**src/rtl/sr_bank_arb.sv**
```systemverilog
// Round-robin arbiter in front of a shared bank of SR flags.
// The winner of each cycle sets, clears or holds one flag; s=r=1 is flagged as an error.
module sr_flag_cell (
    input  logic clk,
    input  logic reset,
    input  logic sel,
    input  logic s,
    input  logic r,
    output logic q
);
    logic q_d, q_q;

    always_comb begin
        q_d = q_q;
        if (sel) begin
            case ({s, r})
                2'b10:   q_d = 1'b1;
                2'b01:   q_d = 1'b0;
                default: q_d = q_q;
            endcase
        end
    end

    always_ff @(posedge clk) begin
        if (reset) q_q <= 1'b0;
        else       q_q <= q_d;
    end

    assign q = q_q;
endmodule

module sr_bank_arb #(
    parameter int NREQ  = 4,
    parameter int NFLAG = 8,
    parameter int IDXW  = 3
) (
    input  logic                 clk,
    input  logic                 reset,
    input  logic [NREQ-1:0]      req,
    input  logic [NREQ-1:0]      s,
    input  logic [NREQ-1:0]      r,
    input  logic [NREQ*IDXW-1:0] idx,
    output logic [NREQ-1:0]      gnt,
    output logic [NFLAG-1:0]     q,
    output logic                 err,
    output logic [7:0]           err_cnt
);
    localparam int PW = (NREQ > 1) ? $clog2(NREQ) : 1;

    logic [PW-1:0]   ptr_d, ptr_q;
    logic [NREQ-1:0] gnt_d, gnt_q;
    logic            err_d, err_q;
    logic [7:0]      err_cnt_d, err_cnt_q;

    logic            found;
    logic [PW-1:0]   win;
    logic [IDXW-1:0] win_idx;
    logic            win_s, win_r;

    // Scan from ptr upward, wrapping; the first requester seen wins.
    always_comb begin : arb_comb
        int cand;
        cand  = 0;
        found = 1'b0;
        win   = '0;
        for (int k = 0; k < NREQ; k++) begin
            cand = int'(ptr_q) + k;
            if (cand >= NREQ) cand = cand - NREQ;
            if (!found && req[cand]) begin
                found = 1'b1;
                win   = PW'(cand);
            end
        end
    end

    assign win_idx = idx[int'(win)*IDXW +: IDXW];
    assign win_s   = found & s[win];
    assign win_r   = found & r[win];

    always_comb begin
        gnt_d     = '0;
        ptr_d     = ptr_q;
        err_d     = win_s & win_r;
        err_cnt_d = err_cnt_q;
        if (found) begin
            gnt_d[win] = 1'b1;
            ptr_d      = (win == PW'(NREQ - 1)) ? '0 : win + 1'b1;
        end
        if (err_d && err_cnt_q != 8'hFF) err_cnt_d = err_cnt_q + 8'd1;
    end

    always_ff @(posedge clk) begin
        if (reset) begin
            ptr_q     <= '0;
            gnt_q     <= '0;
            err_q     <= 1'b0;
            err_cnt_q <= '0;
        end else begin
            ptr_q     <= ptr_d;
            gnt_q     <= gnt_d;
            err_q     <= err_d;
            err_cnt_q <= err_cnt_d;
        end
    end

    // Indices at or beyond NFLAG select no cell and therefore change nothing.
    for (genvar f = 0; f < NFLAG; f++) begin : g_flag
        sr_flag_cell u_cell (
            .clk   (clk),
            .reset (reset),
            .sel   (found && (win_idx == IDXW'(f))),
            .s     (win_s),
            .r     (win_r),
            .q     (q[f])
        );
    end

    assign gnt     = gnt_q;
    assign err     = err_q;
    assign err_cnt = err_cnt_q;
endmodule

```
**config.mk**
```make
export PLATFORM = sky130hd
export DESIGN_NAME = sr_bank_arb
export DESIGN_NICKNAME = d
export VERILOG_FILES = /design/src/rtl/sr_bank_arb.sv
export SDC_FILE = /design/constraint.sdc
export NUM_CORES = 1
export LEC_CHECK = 0
export BUFFER_PORTS_ARGS = -buffer_cell sky130_fd_sc_hd__buf_2
export CAP_MARGIN = 40
export CELL_PAD_IN_SITES_DETAIL_PLACEMENT = 1
export CELL_PAD_IN_SITES_GLOBAL_PLACEMENT = 1
export CORE_MARGIN = 3
export CORE_UTILIZATION = 39
export DETAILED_ROUTE_END_ITERATION = 8
export PLACE_DENSITY = 0.94
export SYNTH_ARGS = -nofsm -noshare
export SYNTH_HDL_FRONTEND = slang
export SYNTH_SLANG_ARGS = --single-unit
```
**constraint.sdc**
```tcl
create_clock -name clk -period 8.3 [get_ports clk]
set_input_delay 2.075 -clock clk [delete_from_list [all_inputs] [get_ports clk]]
set_output_delay 2.075 -clock clk [all_outputs]
set_load 0.02 [all_outputs]
```
# == Yosys cells after proc, flatten, opt, wreduce, memory -nomap -nowiden ==
# Cells that the tools add are included.
# totals
reg_bits,23
inputBits,26
wordCells,107
# classes
addsub,9
multipliers,1
magnitude_cmp,10
n_eq_ne,11
shifts,1
n_mux,32
n_bitwise,4
reduce_logical,27
# ops
op,n
$lt A32 B4 Y1 const B,4
$mux W32,4
$reduce_and A2 Y1,8
$mux W1,15
$logic_and A1 B1 Y1,13
$bmux W1 S2,6
$eq A3 B3 Y1 const B,4
$shiftx A12 B5 Y3,1
$sub A3 B3 Y4 const B,3
$mux W2,5
$ge A3 B3 Y1 const B,3
$add A8 B1 Y8 const B,1
$ne A8 B8 Y1 const B,1
$add A2 B2 Y3 const B,2
$eq A3 B2 Y1 const B,2
$eq A2 B2 Y1 const B,2
$mul A2 B2 Y4 const B,1
$sub A2 B3 Y4 const B,1
$add A2 B1 Y3 const B,1
$and A1 B1 Y1,3
$eq A3 B1 Y1 const B,1
$ge A2 B3 Y1 const B,1
$logic_not A1 Y1,3
$logic_not A3 Y1,1
other kinds (9),9

# == Longest topological paths before layout ==
# Gate-level depths: netlist of the first run.
# depth
ltp_word,21
mapped_depth,14

# == By module ==
# Synthesis of the first run repeated with hierarchy kept, for this count alone.
# hier_totals
cells_unflattened,183
hier_area_um2,1672.9
# modules_own_cells
mod,n_inst,cells_per_inst,area_each_um2
sr_bank_arb,1,127,1132.3
sr_flag_cell,8,7,67.6

# == Worst setup path after synthesis of the first run ==
# OpenSTA, ideal clock, no wires.
# synth_path
path_type,in2reg
startpoint,in req[0]
endpoint,reg g_flag[6].u_cell.q_q
setup_ns,0.116
arrival_ns,4.424
setup_slack_ns,3.759
cell_stages,11
path_buffers,0
cell_sequence,and2_4 -> o2bb2ai_1 -> nor2_2 -> inv_2 -> mux4_1 -> nor2b_1 -> ha_1 -> nor2_1 -> a21boi_1 -> a311oi_1 -> a41o_1
# synth_via
elab_chain_len,19
elab_cells_between_ends,41
cone_classes,mul: 1; eq/ne: 3; shift: 1; mux: 25; bitwise: 2; reduce/logical: 9
# synth_lines
element,line_no,text
start: declaration,39,"input logic [NREQ-1:0] req,"
branches (longest 19 deep; another with $bmux W1 S2),--,
end signal: assignment,26,else q_q <= q_d;
end: declaration,11,"logic q_d, q_q;"
# Several ways; the timed one is not identified. The select of a mux whose other input is x is not followed.
# A chain may end at the register's enable or synchronous reset.

# == Worst setup path after layout of the first run ==
# Ends and elaborated chain as after synthesis.

==> results of run 1 <==
Yosys cell counts (all sizes together):
library cell  count  share of area, %
and3              2              0.93
a31oi             1              0.46
a21oi             2              0.74
o211ai            1              0.56
clkbuf            2              0.56
nor3              2              0.74
nor2b             1              0.46
o311ai            2               1.3
o211a             1               1.3
nand4             1              0.46
and2b             1              0.56
buf               8               4.5
o21ba             1              0.74
mux2              2               2.0
xor2              5               3.3
o21ai             2              0.74
nor4              1              0.46
mux4              2               3.9
inv               7               2.0
nand2b            4               1.9
a311oi            1              0.65
mux2i            14                10
nor2             17               6.1
nand3            10               3.7
o21bai            1              0.56
o2bb2ai           1              0.65
or2               1              0.46
xnor2             2               1.3
a41o              1              0.74
dfxtp            23                34
ha                7               6.5
o41ai             2               1.3
and2              5               2.5
and4              1              0.65
nand2             8               2.2
a21boi            1              0.56
placed cells by master (no fill, tap or decap), drive strengths merged, types with 3 or more instances in the layout:
| cell | n |
|---|---|
| nand3 | 10 |
| buf | 46 |
| dfxtp | 23 |
| nand2b | 4 |
| clkbuf | 3 |
| nand2 | 8 |
| mux2i | 14 |
| and2 | 5 |
| xor2 | 5 |
| ha | 7 |
| inv | 7 |
| nor2 | 17 |
area by class of cell:
class	instances	area share (%)
tap	44	3.459
multi-input combinational	103	49.76
clock buffer	3	1.415
inverter	7	1.651
timing repair buffer	46	14.47
clock inverter	1	0.3145
sequential	23	28.93
report_power, final:
group          switching [W]  internal (W)   total, W
Clock              0.0000346     0.0000180  0.0000526
Sequential        0.00000809      0.000123   0.000131
Combinational      0.0000764     0.0000517   0.000128
how the worst min path moves through the flow:
| stage | start | to | slack [ps] |
|---|---|---|---|
| 3_5_place_dp | g_flag[3].u_cell.q | g_flag[3].u_cell.q | 450 |
| 5_1_grt | g_flag[2].u_cell.q | g_flag[2].u_cell.q | 490 |
| 2_1_floorplan | g_flag[3].u_cell.q | g_flag[3].u_cell.q | 440 |
| 3_3_place_gp | g_flag[5].u_cell.q | g_flag[5].u_cell.q | 440 |
| 6_report | g_flag[4].u_cell.q | g_flag[4].u_cell.q | 470 |
| 4_1_cts | g_flag[3].u_cell.q | g_flag[3].u_cell.q | 480 |
metal layers:
metal | vias up | share of wire [%] | GRT usage (%)
met5 | - | 0 | 0
li1 | 577 | - | -
met2 | 35 | 54 | 33.46
met1 | 576 | 38 | 19.16
met3 | 8 | 5.2 | 2.773
met4 | 0 | 2.2 | 6.332
critical path: cells and delay by family:
kind	cells	cell delay, ps
compound gates	4	930
simple gates	4	900
mux	1	470
fa+ha+maj	1	350
buf+inv	2	260
logic make-up after synthesis:
| group | count (synthesis) | share of synthesized area (%) |
|---|---|---|
| mux | 18 | 16.26 |
| simple gates | 54 | 21.19 |
| buf+inv | 17 | 6.970 |
| fa+ha+maj | 7 | 6.505 |
| compound gates | 17 | 10.32 |
| xor+xnor | 7 | 4.554 |
| flops | 23 | 34.20 |
registers in the layout (all words and copies together), names as in the netlist:
| register | flops |
|---|---|
| err_cnt | 8 |
| g_flag.u_cell.q | 8 |
| gnt | 4 |
| ptr_q | 2 |
| err | 1 |
through the flow:
step	setup WS [ps]	cells	hold WS, ps	power [W]
after floorplan	3759	143	435.1	0.0002302
after global placement	3441	223	441.5	0.0002521
after detailed placement	3243	223	454.5	0.0002593
after CTS	3542	227	482.4	0.0003135
after global routing	3376	227	493.7	0.0003342
final	3541	227	475.0	0.0003114
==> reports/results.txt, run 1 <==
outcome: finished, final reports clean
Final period util: 57.33%
die area: 4193 um^2
area occupied by multi-input gates: 792.0 um^2
initial antenna violation count: 0
fin area: 1592 um^2
Slew Limit Headroom: 42.74%
Worst setup SP type: input port
Syn Area/Cell: 9.415 um^2
crit path max fanout: 8
kind of end point of the critical path: flop
first-pass GRT wire length: 5.768 mm
Ports: 47
CTS sink cnt: 23
synthesized area: 1346 um^2
Hold Crit Class: reg2reg
Layout Utilization: 50.08%
Fill cells: 422
hold path depth: 2
Core ar.: 3178 um^2
actual slew at the worst max-slew pin: 851.1 ps
crit path capture: g_flag[6].u_cell.q
worst reg2reg startpoint: ptr_q[1]
Syn. warnings: 0
synth-to-layout area growth: 18.22%
number of max-cap violations: 0
worst reg2reg setup slack: 4950 ps
PostCTS Resize Cnt: 0
routed vias/inst: 5.269
sequential element share of the synthesized area: 34.20%
Total Routed Length: 3.432 mm
Register Area: 460.4 um^2
port bufs: 46
vias in the first global route: 1,290
Fmax: 210.1 MHz
post-CTS setup repair buffer count: 0
CP max-delay cell: mux4_1
total gr overflow: 0
Leakage: 0.7778 nW
Worst Path Required: 8520 ps
CTS clock-pin slew for the worst setup and hold paths: 130 ps
wire per inst: 15.12 um
Final Slew Violations: 0
Tmin final: 4759 ps
post-route ant nets: 0
CP peak stage delay: 470 ps
Clock Path Buffers: 2
gr usage total: 17.52%
antenna diode count: 0
cell count after synthesis: 143
TritonCTS Buffers: 3
H-tree levels: 1
Rows: 20
placed instance area: 1564 um^2
CTS tree: done
initial detailed-routing violation count: 35
Root Buffer: clkbuf_4
drt drc: 0
Hold-fix buffers, CTS: 0
Setup Viol. Count Final: 0
Netlist cell types: 42
fraction of layout cells with a size suffix above 1: 32.24%
die extent in y: 64.76 um
DR pass1 iterations: 3
chip width: 64.76 um
Via Count: 1,196
pwr/cell area: 195.6 nW/um^2
Max VDD drop: 80.84 uV
setup TNS: 0 ps
worst-skew pair later-pin latency: 310 ps
Worst EP arrival: 4980 ps
FF-to-FF End: g_flag[6].u_cell.q
gpl congestion: 0.8160
WS Path Type: in2reg
Fin. Hold Viols: 0
RSZ-0062 raised after global routing: false
final net count: 217
Starting Density: 42.36%
largest net degree at the start of global routing: 17
reg2reg path depth: 11
syn nets: 176
Critical Path, Cell by Cell: buf_2 -> and2_4 -> o2bb2ai_1 -> nor2_2 -> inv_2 -> mux4_1 -> nor2b_1 -> ha_1 -> nor2_1 -> a21boi_1 -> a311oi_1 -> a41o_1
HPWL after DPL: 2.763 mm
register bit total from synthesis: 23
Worst Setup SP: req[0]
Max Clock Skew: 5.745 ps
No activity file was read; power rests on OpenSTA's default activity.
==> run 2, diff against run 1 <==
--- a/config.mk
+++ b/config.mk
@@ -5,14 +5,15 @@
 export SDC_FILE = /design/constraint.sdc
 export NUM_CORES = 1
 export LEC_CHECK = 0
+export ABC_AREA = 1
 export BUFFER_PORTS_ARGS = -buffer_cell sky130_fd_sc_hd__buf_2
 export CAP_MARGIN = 40
 export CELL_PAD_IN_SITES_DETAIL_PLACEMENT = 1
 export CELL_PAD_IN_SITES_GLOBAL_PLACEMENT = 1
 export CORE_MARGIN = 3
-export CORE_UTILIZATION = 39
+export CORE_UTILIZATION = 37
 export DETAILED_ROUTE_END_ITERATION = 8
-export PLACE_DENSITY = 0.94
+export PLACE_DENSITY = 0.9
 export SYNTH_ARGS = -nofsm -noshare
 export SYNTH_HDL_FRONTEND = slang
 export SYNTH_SLANG_ARGS = --single-unit
==> constraint.sdc (replaced) <==
create_clock -name clk -period 4.5 [get_ports clk]
set_input_delay 1.125 -clock clk [delete_from_list [all_inputs] [get_ports clk]]
set_output_delay 1.125 -clock clk [all_outputs]
set_load 0.02 [all_outputs]
==> reports/results.txt, run 2 <==
Syn Area/Cell: 6.774 um^2 (was 9.415 um^2)
register bit total from synthesis: 23 (unchanged)
number of max-cap violations: 0 (unchanged)
top post-synthesis cells by area: dfxtp_1 26%, nand2_1 13%, nand3_1 6.5%, inv_1 5.7%, nor2_1 5.1% (was dfxtp_1 34%, mux2i_1 10%, ha_1 6.5%, buf_4 4.5%, nor2_1 4.2%)
post-route ant nets: 0 (unchanged)
H-tree levels: 1 (unchanged)
Synth top area share: 26.04% (was 34.20%)
CTS clock-pin slew for the worst setup and hold paths: 80 ps (was 130 ps)
Clock Path Buffers: 2 (unchanged)
wire per inst: 13.39 um (was 15.12 um)
synthesized area: 1768 um^2 (was 1346 um^2)
commonest non-fill, non-tap cells in the layout: 60 x nand2_1, 46 x buf_2, 27 x inv_1 (was 46 x buf_2, 23 x dfxtp_1, 15 x nor2_1)
initial antenna violation count: 0 (unchanged)
Post-synth ARST share: 0% (unchanged)
CTS tree: done (unchanged)
Rows: 24 (was 20)
Most used DFF post-synth: dfxtp_1 (unchanged)
DR pass1 iterations: 4 (was 3)
Worst Path Required: 4660 ps (was 8520 ps)
CP max-delay cell: nor3b_1 (was mux4_1)
synth-to-layout area growth: 12.88% (was 18.22%)
Non-Filler Instances: 349 (was 227)
setup TNS: 0 ps (unchanged)
most frequent cell on the critical path: nand2_1
total gr overflow: 0 (unchanged)
Hold-fix buffers, CTS: 0 (unchanged)
CP peak stage delay: 280 ps (was 470 ps)
Fmax: 257.1 MHz
largest net degree at the start of global routing: 18 (was 17)
Post-synth EDFFs: 0 (unchanged)
Final period util: 86.42%
die extent in y: 75.13 um (was 64.76 um)
first-pass GRT wire length: 7.728 mm (was 5.768 mm)
Worst setup SP type: input port (unchanged)
Placed Instances: 345 (was 223)
port bufs: 46 (unchanged)
PostCTS Resize Cnt: 0 (unchanged)
HPWL after DPL: 3.634 mm (was 2.763 mm)
post-CTS setup repair buffer count: 0 (unchanged)
syn nets: 294 (was 176)
gr usage total: 17.40% (was 17.52%)
Core ar.: 4474 um^2 (was 3178 um^2)
Syn. warnings: 0 (unchanged)
Netlist cell types: 29 (was 42)
Starting Density: 39.51% (was 42.36%)
commonest non-fill, non-tap cell in the layout: nand2_1 (was buf_2)
final net count: 331 (was 217)
initial detailed-routing violation count: 77 (was 35)
crit path max fanout: 17 (was 8)
Via Count: 1,803 (was 1,196)
Critical Path, Cell by Cell: buf_2 -> inv_1 -> nand2_1 -> nand3_1 -> nand2_2 -> inv_2 -> nand2_1 -> nand2_2 -> nand3_4 -> inv_2 -> o21ai_0 -> o21bai_1 -> a21boi_1 -> ha_1 -> inv_1 -> a31oi_1 -> nand4_1 -> nor3b_1 -> nand2_1 -> o21ai_0 -> a21oi_1 (was buf_2 -> and2_4 -> o2bb2ai_1 -> nor2_2 -> inv_2 -> mux4_1 -> nor2b_1 -> ha_1 -> nor2_1 -> a21boi_1 -> a311oi_1 -> a41o_1)
Final Slew Violations: 0 (unchanged)
Max Clock Skew: 2.612 ps (was 5.745 ps)
sequential element share of the synthesized area: 26.04% (was 34.20%)
Synth area leader: dfxtp_1 (unchanged)
routed vias/inst: 5.166 (was 5.269)
Root Buffer: clkbuf_8 (was clkbuf_4)
antenna diode count: 0 (unchanged)
Setup Viol. Count Final: 0 (unchanged)
CTS sink cnt: 23 (unchanged)
RSZ-0062 raised after global routing: false (unchanged)
Slew Limit Headroom: 66.28% (was 42.74%)
Ports: 47 (unchanged)
drt drc: 0 (unchanged)
TritonCTS Buffers: 3 (unchanged)
gpl congestion: 0.8559 (was 0.8160)
top-count cell post-synth: nand2_1 (was dfxtp_1)
die area: 5644 um^2 (was 4193 um^2)
fraction of layout cells with a size suffix above 1: 29.29% (was 32.24%)
actual slew at the worst max-slew pin: 505.1 ps (was 851.1 ps)
synth cell count leaders: 60 x nand2_1, 27 x inv_1, 24 x nor2_1 (was 23 x dfxtp_1, 15 x nor2_1, 14 x mux2i_1)
Worst EP arrival: 4050 ps (was 4980 ps)
vias in the first global route: 1,706 (was 1,290)
Tmin final: 3889 ps
cell count after synthesis: 261 (was 143)
chip width: 75.13 um (was 64.76 um)
Fin. Hold Viols: 0 (unchanged)
kind of end point of the critical path: flop (unchanged)
Total Routed Length: 4.672 mm (was 3.432 mm)
Hold Crit Class: reg2reg (unchanged)
worst-skew pair later-pin latency: 260 ps (was 310 ps)
outcome: finished, final reports clean (unchanged)
WS Path Type: in2reg (unchanged)
[run 2: cell types whose count changed in the layout (fill, tap and decap cells not counted), sizes merged, moves of 4 or more]
cell / change
a21oi: +14
and2: -5
inv: +27
mux2i: -14
nand2: +66
nand2b: -4
nand3: +20
nand4: +10
nor2: +15
o21ai: +9
xor2: -5
[run 2: stage by stage]
step / area [um^2] / hold slack, ps / util (%) / worst slack, ps
after CTS: 1996 / 488.9 / 44.60 / 587.4
after detailed placement: 1951 / 470.2 / 43.60 / 326.2
final: 1996 / 486.2 / 44.60 / 610.9
after floorplan: 1768 / 452.8 / - / 736.4
after global routing: 1996 / 512.2 / 44.60 / 163.0
after global placement: 1951 / 464.8 / 43.60 / 551.4
[run 2: final cells by class]
| class | instances | area (um^2) |
|---|---|---|
| fillers | 617 | 2479 |
| multi-input cells | 188 | 1045 |
| flip-flops and latches | 23 | 460.4 |
| repair buffers | 48 | 245.2 |
| inverters | 34 | 135.1 |
| well taps | 52 | 65.06 |
| clock buffers | 4 | 45.04 |
[run 2: critical path: cells and delay by family]
family / cells / cell delay [ps]
adders and majority gates: 1 / 170
and+or+nand+nor: 9 / 1410
buffers and inverters: 5 / 470
AOI/OAI and AO/OA: 6 / 880
[run 2: layer usage]
| layer | track usage [%] | vias to the layer above | wire [um] |
|---|---|---|---|
| met4 | 3.755 | 0 | 48 |
| met1 | 23.46 | 844 | 2161 |
| met3 | 2.537 | 6 | 255 |
| li1 | - | 904 | - |
| met2 | 29.40 | 49 | 2206 |
| met5 | 0 | - | 0 |
[run 2: worst paths after layout]
kind	to	start	slack (ps)	cells after the start
max	err_cnt[7]	req[3]	610	21
min reg2reg	g_flag[1].u_cell.q	g_flag[1].u_cell.q	490	2
max reg2reg	err_cnt[7]	ptr_q[0]	900	21
min	g_flag[1].u_cell.q	g_flag[1].u_cell.q	490	2
[run 2: cell families after synthesis]
family	after synthesis	synth area share [%]
buf+inv	50	14.86
simple gates	148	44.09
flops	23	26.04
fa+ha+maj	7	4.954
compound gates	33	10.05
Power of run 2 is not shown: default switching activity piles up to over one toggle a cycle in this logic, so the estimate is an artifact.
==> run 3, diff against run 2 <==
--- a/config.mk
+++ b/config.mk
@@ -11,9 +11,10 @@
 export CELL_PAD_IN_SITES_DETAIL_PLACEMENT = 1
 export CELL_PAD_IN_SITES_GLOBAL_PLACEMENT = 1
 export CORE_MARGIN = 3
-export CORE_UTILIZATION = 37
+export CORE_UTILIZATION = 38
+export CTS_BUF_LIST = sky130_fd_sc_hd__clkbuf_4
 export DETAILED_ROUTE_END_ITERATION = 8
-export PLACE_DENSITY = 0.9
+export PLACE_DENSITY = 0.92
 export SYNTH_ARGS = -nofsm -noshare
 export SYNTH_HDL_FRONTEND = slang
 export SYNTH_SLANG_ARGS = --single-unit
==> reports/results.txt, run 3 (synthesized netlist as in run 2, its figures left out) <==
outcome: finished, final reports clean (unchanged)
post-route ant nets: 0 (unchanged)
commonest non-fill, non-tap cells in the layout: 60 x nand2_1, 46 x buf_2, 27 x inv_1 (unchanged)
Rows: 24 (unchanged)
Fill cells: 607 (was 617)
crit path max fanout: 17 (unchanged)
Worst Path Required: 4740 ps (was 4660 ps)
Clock Path Buffers: 2 (unchanged)
Root Buffer: clkbuf_4 (was clkbuf_8)
Worst EP arrival: 4100 ps (was 4050 ps)
antenna diode count: 0 (unchanged)
Tmin final: 3858 ps (was 3889 ps)
CTS clock-pin slew for the worst setup and hold paths: 140 ps (was 80 ps)
Total Routed Length: 4.584 mm (was 4.672 mm)
HPWL after DPL: 3.661 mm (was 3.634 mm)
final net count: 331 (unchanged)
Ports: 47 (unchanged)
vias in the first global route: 1,690 (was 1,706)
Final Slew Violations: 0 (unchanged)
CP max-delay cell: nor3b_1 (unchanged)
post-CTS setup repair buffer count: 0 (unchanged)
setup TNS: 0 ps (unchanged)
number of max-cap violations: 0 (unchanged)
Place WS: 305.9 ps (was 326.2 ps)
gpl congestion: 0.8080 (was 0.8559)
first-pass GRT wire length: 7.479 mm (was 7.728 mm)
worst-skew pair later-pin latency: 330 ps (was 260 ps)
Slew Limit Headroom: 64.91% (was 66.28%)
initial antenna violation count: 0 (unchanged)
most frequent cell on the critical path: nand2_1 (unchanged)
RSZ-0062 raised after global routing: false (unchanged)
Final period util: 85.73% (was 86.42%)
CP peak stage delay: 300 ps (was 280 ps)
Max Clock Skew: 5.831 ps (was 2.612 ps)
Fin. Hold Viols: 0 (unchanged)
H-tree levels: 1 (unchanged)
chip width: 74.21 um (was 75.13 um)
Fmax: 259.2 MHz (was 257.1 MHz)
Via Count: 1,760 (was 1,803)
DR pass1 iterations: 4 (unchanged)
Hold-fix buffers, CTS: 0 (unchanged)
largest net degree at the start of global routing: 18 (unchanged)
Core ar.: 4414 um^2 (was 4474 um^2)
TritonCTS Buffers: 3 (unchanged)
actual slew at the worst max-slew pin: 525.7 ps (was 505.1 ps)
kind of end point of the critical path: flop (unchanged)
initial detailed-routing violation count: 75 (was 77)
wire per inst: 13.13 um (was 13.39 um)
Hold Crit Class: reg2reg (unchanged)
Setup WS post-layout: 642.3 ps (was 610.9 ps)
gr usage total: 17.15% (was 17.40%)
die extent in y: 74.21 um (was 75.13 um)
fraction of layout cells with a size suffix above 1: 29.63% (was 29.29%)
port bufs: 46 (unchanged)
total gr overflow: 0 (unchanged)
synth-to-layout area growth: 11.89% (was 12.88%)
PostCTS Resize Cnt: 0 (unchanged)
Setup Viol. Count Final: 0 (unchanged)
Starting Density: 40.05% (was 39.51%)
commonest non-fill, non-tap cell in the layout: nand2_1 (unchanged)
routed vias/inst: 5.043 (was 5.166)
die area: 5507 um^2 (was 5644 um^2)
CTS tree: done (unchanged)
WS Path Type: in2reg (unchanged)
CTS sink cnt: 23 (unchanged)
Worst setup SP type: input port (unchanged)
drt drc: 0 (unchanged)
Critical Path, Cell by Cell: buf_2 -> inv_1 -> nand2_1 -> nand3_1 -> nand2_1 -> nand2_1 -> nand2_1 -> nand2_2 -> nand3_4 -> inv_2 -> o21ai_0 -> o21bai_1 -> a21boi_1 -> ha_1 -> inv_1 -> a31oi_1 -> nand4_1 -> nor3b_1 -> nand2_1 -> o21ai_0 -> a21oi_1 (was buf_2 -> inv_1 -> nand2_1 -> nand3_1 -> nand2_2 -> inv_2 -> nand2_1 -> nand2_2 -> nand3_4 -> inv_2 -> o21ai_0 -> o21bai_1 -> a21boi_1 -> ha_1 -> inv_1 -> a31oi_1 -> nand4_1 -> nor3b_1 -> nand2_1 -> o21ai_0 -> a21oi_1)
-- run 3: cell type report --
class / instances / area (um^2) / share of cell area (%)
Multi-Input combinational cell: 188 / 1045 / 52.81
Timing Repair Buffer: 48 / 245.2 / 12.40
Clock buffer: 3 / 22.52 / 1.139
Inverter: 34 / 135.1 / 6.831
Clock inverter: 1 / 5.005 / 0.2530
Sequential cell: 23 / 460.4 / 23.28
Tap cell: 52 / 65.06 / 3.289
-- run 3: stage by stage --
stage               cell area, um^2  instances  hold slack [ps]  utilization [%]
floorplan                      1768        261            452.8                -
global placement               1951        345            464.1            44.19
detailed placement             1951        345            471.9            44.19
CTS                            1978        349            500.2            44.81
global route                   1978        349            526.0            44.81
finish                         1978        349            496.0            44.81
-- run 3: final timing paths --
| check | start | to | slack, ps | depth (start not counted) |
|---|---|---|---|---|
| max reg2reg | ptr_q[0] | err_cnt[7] | 850 | 21 |
| min reg2reg | err_cnt[7] | err_cnt[7] | 500 | 2 |
| min | err_cnt[7] | err_cnt[7] | 500 | 2 |
| max | req[3] | err_cnt[7] | 640 | 21 |
-- run 3: routing by layer --
layer	track usage (%)	wire (um)	part of all wire, %	up-vias
li1	-	-	-	904
met1	22.93	2171	47	806
met2	28.84	2097	46	45
met3	3.378	277	6.0	5
met4	3.557	37	0.81	0
met5	0	0	0	-
-- run 3: worst max-delay path: cells and delay by family --
kind                       cells  cell delay [ps]
buffers and inverters          4              380
adders and majority gates      1              170
and+or+nand+nor               10             1510
AOI/OAI and AO/OA              6              870
Power of run 3 is left out for the same reason.
